`src/rtl/softmax_stream_adapter.sv`:
```
// rtl/softmax_stream_adapter.sv - packs element-serial Q5.10 scores into rows for softmax_processor and re-serialises results
// Optional drained-row sum check: define SMX_SUMCHECK_EN (adds SUM_TOL parameter and drives err_sum).
module softmax_stream_adapter #(
   parameter int VEC_LEN      = 16,
   parameter int DATA_W       = 16,
   parameter int MAX_INFLIGHT = 4
`ifdef SMX_SUMCHECK_EN
   ,
   parameter int SUM_TOL      = 32
`endif
) (
   input  logic                        clk,
   input  logic                        rst,
   input  logic                        s_valid,
   output logic                        s_ready,
   input  logic [DATA_W-1:0]           s_data,
   input  logic                        s_last,
   output logic                        sm_valid_in,
   output logic [VEC_LEN*DATA_W-1:0]   sm_vector,
   input  logic                        sm_valid_out,
   input  logic [VEC_LEN*DATA_W-1:0]   sm_result,
   output logic                        m_valid,
   input  logic                        m_ready,
   output logic [DATA_W-1:0]           m_data,
   output logic                        m_last,
   output logic                        busy,
   output logic                        err_framing,
   output logic                        err_overflow,
   output logic                        err_sum
);
   localparam int IDX_W = (VEC_LEN > 1) ? $clog2(VEC_LEN) : 1;
   localparam int PTR_W = (MAX_INFLIGHT > 1) ? $clog2(MAX_INFLIGHT) : 1;
   localparam int CNT_W = $clog2(MAX_INFLIGHT + 1);
   localparam int ROW_W = VEC_LEN * DATA_W;
   localparam logic [IDX_W-1:0] LAST_IDX = IDX_W'(VEC_LEN - 1);
   localparam logic [PTR_W-1:0] LAST_PTR = PTR_W'(MAX_INFLIGHT - 1);
   localparam logic [CNT_W-1:0] FULL     = CNT_W'(MAX_INFLIGHT);

   typedef enum logic {COLLECT, ISSUE} state_t;

   state_t           state, state_nxt;
   logic [IDX_W-1:0] wr_idx, rd_idx;
   logic [ROW_W-1:0] pack_row, pack_row_nxt;
   logic [CNT_W-1:0] credits, credits_nxt, rows;
   logic [PTR_W-1:0] wptr, rptr;
   logic [ROW_W-1:0] row_mem [MAX_INFLIGHT];
   logic             s_fire, m_fire, release_row, capture, issue_nxt;

   assign s_fire      = s_valid && s_ready;
   assign m_fire      = m_valid && m_ready;
   assign release_row = m_fire && (rd_idx == LAST_IDX);
   assign capture     = sm_valid_out && (rows != FULL);

   // Next-state lookahead lets sm_valid_in stay a register while still firing in the
   // first ISSUE cycle that has a credit, including a credit released on the previous edge.
   always_comb begin
      pack_row_nxt = pack_row;
      if (s_fire)
         pack_row_nxt[wr_idx*DATA_W +: DATA_W] = s_data;
      state_nxt = state;
      if (state == COLLECT && s_fire && wr_idx == LAST_IDX)
         state_nxt = ISSUE;
      if (sm_valid_in)
         state_nxt = COLLECT;
      credits_nxt = credits - CNT_W'(sm_valid_in) + CNT_W'(release_row);
      issue_nxt   = (state_nxt == ISSUE) && (credits_nxt != '0);
   end

   always_ff @(posedge clk) begin
      if (rst) begin
         state        <= COLLECT;
         wr_idx       <= '0;
         pack_row     <= '0;
         sm_vector    <= '0;
         sm_valid_in  <= 1'b0;
         s_ready      <= 1'b0;
         credits      <= FULL;
         rows         <= '0;
         wptr         <= '0;
         rptr         <= '0;
         rd_idx       <= '0;
         err_framing  <= 1'b0;
         err_overflow <= 1'b0;
      end else begin
         state       <= state_nxt;
         credits     <= credits_nxt;
         s_ready     <= (state_nxt == COLLECT);
         sm_valid_in <= issue_nxt;
         pack_row    <= pack_row_nxt;
         if (issue_nxt)
            sm_vector <= pack_row_nxt;
         if (s_fire) begin
            wr_idx <= (wr_idx == LAST_IDX) ? '0 : wr_idx + IDX_W'(1);
            if (s_last != (wr_idx == LAST_IDX))
               err_framing <= 1'b1;
         end
         if (sm_valid_out) begin
            if (rows == FULL)
               err_overflow <= 1'b1;
            else
               wptr <= (wptr == LAST_PTR) ? '0 : wptr + PTR_W'(1);
         end
         rows <= rows + CNT_W'(capture) - CNT_W'(release_row);
         if (m_fire) begin
            if (rd_idx == LAST_IDX) begin
               rd_idx <= '0;
               rptr   <= (rptr == LAST_PTR) ? '0 : rptr + PTR_W'(1);
            end else begin
               rd_idx <= rd_idx + IDX_W'(1);
            end
         end
      end
   end

   always_ff @(posedge clk) begin
      if (!rst && capture)
         row_mem[wptr] <= sm_result;
   end

   assign m_valid = (rows != '0);
   assign m_data  = m_valid ? row_mem[rptr][rd_idx*DATA_W +: DATA_W] : '0;
   assign m_last  = m_valid && (rd_idx == LAST_IDX);
   assign busy    = (state == ISSUE) || (wr_idx != '0) || (credits != FULL);

`ifdef SMX_SUMCHECK_EN
   localparam int SUM_W = DATA_W + IDX_W;
   logic [SUM_W-1:0] acc, acc_nxt;
   int               row_sum;

   assign acc_nxt = acc + SUM_W'(m_data);
   assign row_sum = int'(acc_nxt);

   always_ff @(posedge clk) begin
      if (rst) begin
         acc     <= '0;
         err_sum <= 1'b0;
      end else if (m_fire) begin
         if (m_last) begin
            acc <= '0;
            if (row_sum > 1024 + SUM_TOL || row_sum < 1024 - SUM_TOL)
               err_sum <= 1'b1;
         end else begin
            acc <= acc_nxt;
         end
      end
   end
`else
   assign err_sum = 1'b0;
`endif
endmodule
```
`config.mk`:
```
export PLATFORM = sky130hd
export DESIGN_NAME = softmax_stream_adapter
export DESIGN_NICKNAME = d
export VERILOG_FILES = /design/src/rtl/softmax_stream_adapter.sv
export SDC_FILE = /design/constraint.sdc
export NUM_CORES = 2
export LEC_CHECK = 0
export BUFFER_PORTS_ARGS = -buffer_cell sky130_fd_sc_hd__buf_2
export CORE_MARGIN = 10
export CORE_UTILIZATION = 59
export CTS_CLUSTER_DIAMETER = 40
export DETAILED_ROUTE_END_ITERATION = 12
export PLACE_DENSITY_LB_ADDON = 0.12
export SLEW_MARGIN = 5
export SYNTH_ARGS = -nofsm -noshare
export SYNTH_HDL_FRONTEND = slang
export SYNTH_SLANG_ARGS = --single-unit
```
`constraint.sdc`:
```
create_clock -name clk -period 12.71 [get_ports clk]
set_input_delay 2.542 -clock clk [delete_from_list [all_inputs] [get_ports clk]]
set_output_delay 2.542 -clock clk [all_outputs]
set_load 0.01 [all_outputs]
```
==> flow_summary.rst <==
.. list-table::
   :header-rows: 1

   * - Metric
     - Value
   * - Run status
     - completed
   * - Count of buffers inserted at the top-level ports
     - 556
   * - Final Hold Viols
     - 0
   * - Critical Path Fanout Max
     - 50
   * - CTS Root Buffer Type
     - sky130_fd_sc_hd__clkbuf_16
   * - Worst Hold Path Cells
     - 2
   * - Required arrival time at the worst endpoint
     - between 10 and 15 ns
   * - Number of nets still failing antenna checks after routing
     - 0
   * - Critical Path AT
     - around 5.4 ns
   * - Post-synthesis net count
     - 4073
   * - Pre-CTS setup slack
     - 5.41 ns
   * - Kind of end point of the critical path
     - primary output
   * - RD Place Congestion
     - 0.817
   * - Detailed-route wire length per cell
     - 26.1 um
   * - Critical Path Source Type
     - register
   * - Number of H-tree levels
     - 4
   * - DR DRC count
     - 0
   * - Ratio of cells with drive above 1 in the final layout
     - 0.296
   * - Async set or reset register ratio after synthesis
     - 0
   * - Kind of critical path
     - register to primary output
   * - Count of warnings emitted by yosys
     - 0
   * - Post-synth top cells
     - sky130_fd_sc_hd__edfxtp_1, sky130_fd_sc_hd__nor2_1, sky130_fd_sc_hd__dfxtp_1
   * - Routed via count
     - 34461
   * - Sequential fraction of the synthesis area
     - 0.697
   * - Area enclosed by the die boundary
     - 114000 um^2
   * - Most area-consuming cells after synthesis
     - sky130_fd_sc_hd__edfxtp_1, sky130_fd_sc_hd__dfxtp_1, sky130_fd_sc_hd__mux4_2
   * - Post-synthesis register bit count
     - 1561
   * - Post-cts sizing count
     - 0
   * - Routed wire length
     - 151000 um
   * - Pin count of the biggest net entering global routing
     - 218
   * - Vias per inst
     - 5.98
   * - RSZ-0062 raised after global routing
     - false
   * - Final Skew
     - about 0.042 ns
   * - Reg-to-reg startpoint
     - rows[2]$_SDFF_PP0_
   * - Kind of path behind the tightest hold check
     - register to register
   * - Pre-antenna DRT Iters
     - 6
   * - Via count of the first global-routing pass
     - 34265
   * - Clock Latency Late Sink
     - 0.76 ns
   * - Post-Synthesis Cell Area
     - 59600 um^2
   * - Share of the synthesized area in the top cell type
     - 0.516
   * - Post-detail-place hpwl
     - 94900 um
   * - Largest area contributor in the synthesized netlist
     - sky130_fd_sc_hd__edfxtp_1
   * - Area Overhead vs Synth
     - 16.3%
   * - Measured slew at the worst slew-check pin
     - 1.21 ns
   * - Slack of the critical path
     - 4.80 ns
   * - Power per cell area
     - 166 nW/um^2
   * - Final-stage net count
     - between 4000 and 5000
   * - Number of design-rule violations left by the first detailed-router iteration
     - 3013
   * - Distinct cell type count of the synthesized netlist
     - 60
   * - Setup fix buffers added after clock tree synthesis
     - 0
   * - Relative slew slack
     - 0.193
   * - Post-synthesis average cell area
     - 15.8 um^2
   * - Setup total negative slack
     - 0 ns
   * - CTS buffer count
     - around 180
   * - Number of buffers inserted for hold repair after clock tree synthesis
     - 0
   * - Most frequently used flop master after synthesis
     - sky130_fd_sc_hd__edfxtp_1
   * - CTS tree
     - done
   * - Max-slew violations
     - 0
   * - Number of cell instances on the worst register-to-register path
     - 15
   * - Count of mapped cells out of synthesis
     - 3780
   * - Count leader, synth
     - sky130_fd_sc_hd__edfxtp_1
   * - Worst-path clk slew
     - around 0.05 ns
   * - Initial antenna violation count
     - 80
   * - Top-level port count
     - 558
   * - Number of synthesized flops with an enable pin
     - 1024
   * - Worst vdd ir
     - 167 uV
   * - Core area
     - 100000 um^2
   * - Count of clock tree sinks
     - roughly 1600
   * - Worst-case clock buffer depth
     - 3
   * - Global-route usage over all layers
     - 0.260
   * - R2R Setup Slk
     - between 6 and 7 ns
   * - Final worst path period need
     - 7.91 ns
   * - DIE WIDTH
     - 338 um
   * - Final Setup Violations
     - 0
   * - MaxCap Viol Count
     - 0
   * - Starting density of the core
     - 0.595
   * - Reg2Reg Capture Point
     - sm_vector[244]$_SDFFE_PP0P_
   * - Residual overflow from global routing
     - 0
   * - Period utilisation layout
     - 0.622
   * - Wire length of the first global-routing pass
     - 222000 um
   * - Die height
     - 338 um
   * - F_max
     - approximately 0.13 GHz
   * - Site Rows
     - 116
   * - Startpoint of the most critical hold path
     - rptr[1]$_SDFFE_PP0P_
   * - Static power due to leakage
     - 24.2 nW
worst max-delay path, stage by stage, from the launching register on:
cell	delay [ns]
sky130_fd_sc_hd__dfxtp_4	0.73
sky130_fd_sc_hd__buf_4	0.78
sky130_fd_sc_hd__buf_4	0.63
sky130_fd_sc_hd__buf_4	0.85
sky130_fd_sc_hd__mux4_2	0.61
sky130_fd_sc_hd__a211oi_1	0.27
sky130_fd_sc_hd__a21oi_1	0.10
sky130_fd_sc_hd__a22o_1	0.35
sky130_fd_sc_hd__buf_2	0.19
routing by layer:
metal  routed length, um  track usage  vias to the layer above
met5                 421            0                        -
met4                4760       0.0917                       64
met3               12900       0.0718                      320
met2               74000        0.427                     1274
met1               58600        0.331                    17230
li1                    -            -                    15573
kinds of logic after synthesis:
group	Yosys count	share of synthesized area
AND/OR/NAND/NOR	811	0.0604
multiplexers	500	0.124
AO/OA/AOI/OAI	593	0.0876
buffers and inverters	286	0.0255
XOR/XNOR	13	0.00223
flip-flops	1561	0.697
other	1	0.0000629
adder cells (fa/ha/maj)	15	0.00340
state kept, by name, indices dropped and copies added, names as in the netlist, 3 cells and up, named ones only:
register   cells
credits        3
rows           3
row_mem     1024
wr_idx         4
pack_row     256
rd_idx         4
sm_vector    256
cell usage in the layout (no fill, tap or decap), drive strengths merged, types with 47 or more instances in the layout:
master,synthesis,final
edfxtp,1024,1024
buf,122,605
nor2,567,567
dfxtp,537,537
mux2i,309,309
a211oi,307,307
clkbuf,148,220
mux4,191,191
a21oi,115,115
and3,88,88
nand2,50,50
clkinv,0,47
worst max-delay path by stage:
| stage | end | slack, ns | depth (start not counted) |
|---|---|---|---|
| floorplan | row_mem[0][0]$_DFFE_PP_ | 3.12 | 4 |
| global placement | m_data[3] | 5.50 | 8 |
| detailed placement | m_data[3] | 5.41 | 8 |
| CTS | m_data[3] | 4.59 | 8 |
| global route | m_data[3] | 4.32 | 8 |
| finish | m_data[3] | 4.80 | 8 |
cell type report:
class                      instances  area [um^2]
sequential                      1561        41500
timing repair buffer             605         3240
fill                            6737        30900
antenna                           31         77.6
clock buffer                     220         4930
inverter                          16         60.1
multi-input combinational       1933        16700
clock inverter                   100         1140
tap                             1298         1620
stage by stage:
| step | hold slack (ns) | instances | power, W | cell area (um^2) | util |
|---|---|---|---|---|---|
| floorplan | 0.445 | 3780 | 0.00612 | 59600 | - |
| global placement | 0.452 | 5413 | 0.00643 | 63100 | 0.630 |
| detailed placement | 0.456 | 5413 | 0.00644 | 63100 | 0.630 |
| CTS | 0.472 | 5733 | 0.0116 | 69200 | 0.691 |
| global route | 0.504 | 5744 | 0.0118 | 69200 | 0.691 |
| finish | 0.475 | 5764 | 0.0115 | 69300 | 0.692 |
report_power, final:
part	internal, W	total [W]	switching, W
Sequential	0.00557	0.00562	0.0000429
Combinational	0.000214	0.000718	0.000504
Clock	0.00317	0.00518	0.00201
Note: power is estimated with default switching activity, not from simulation.
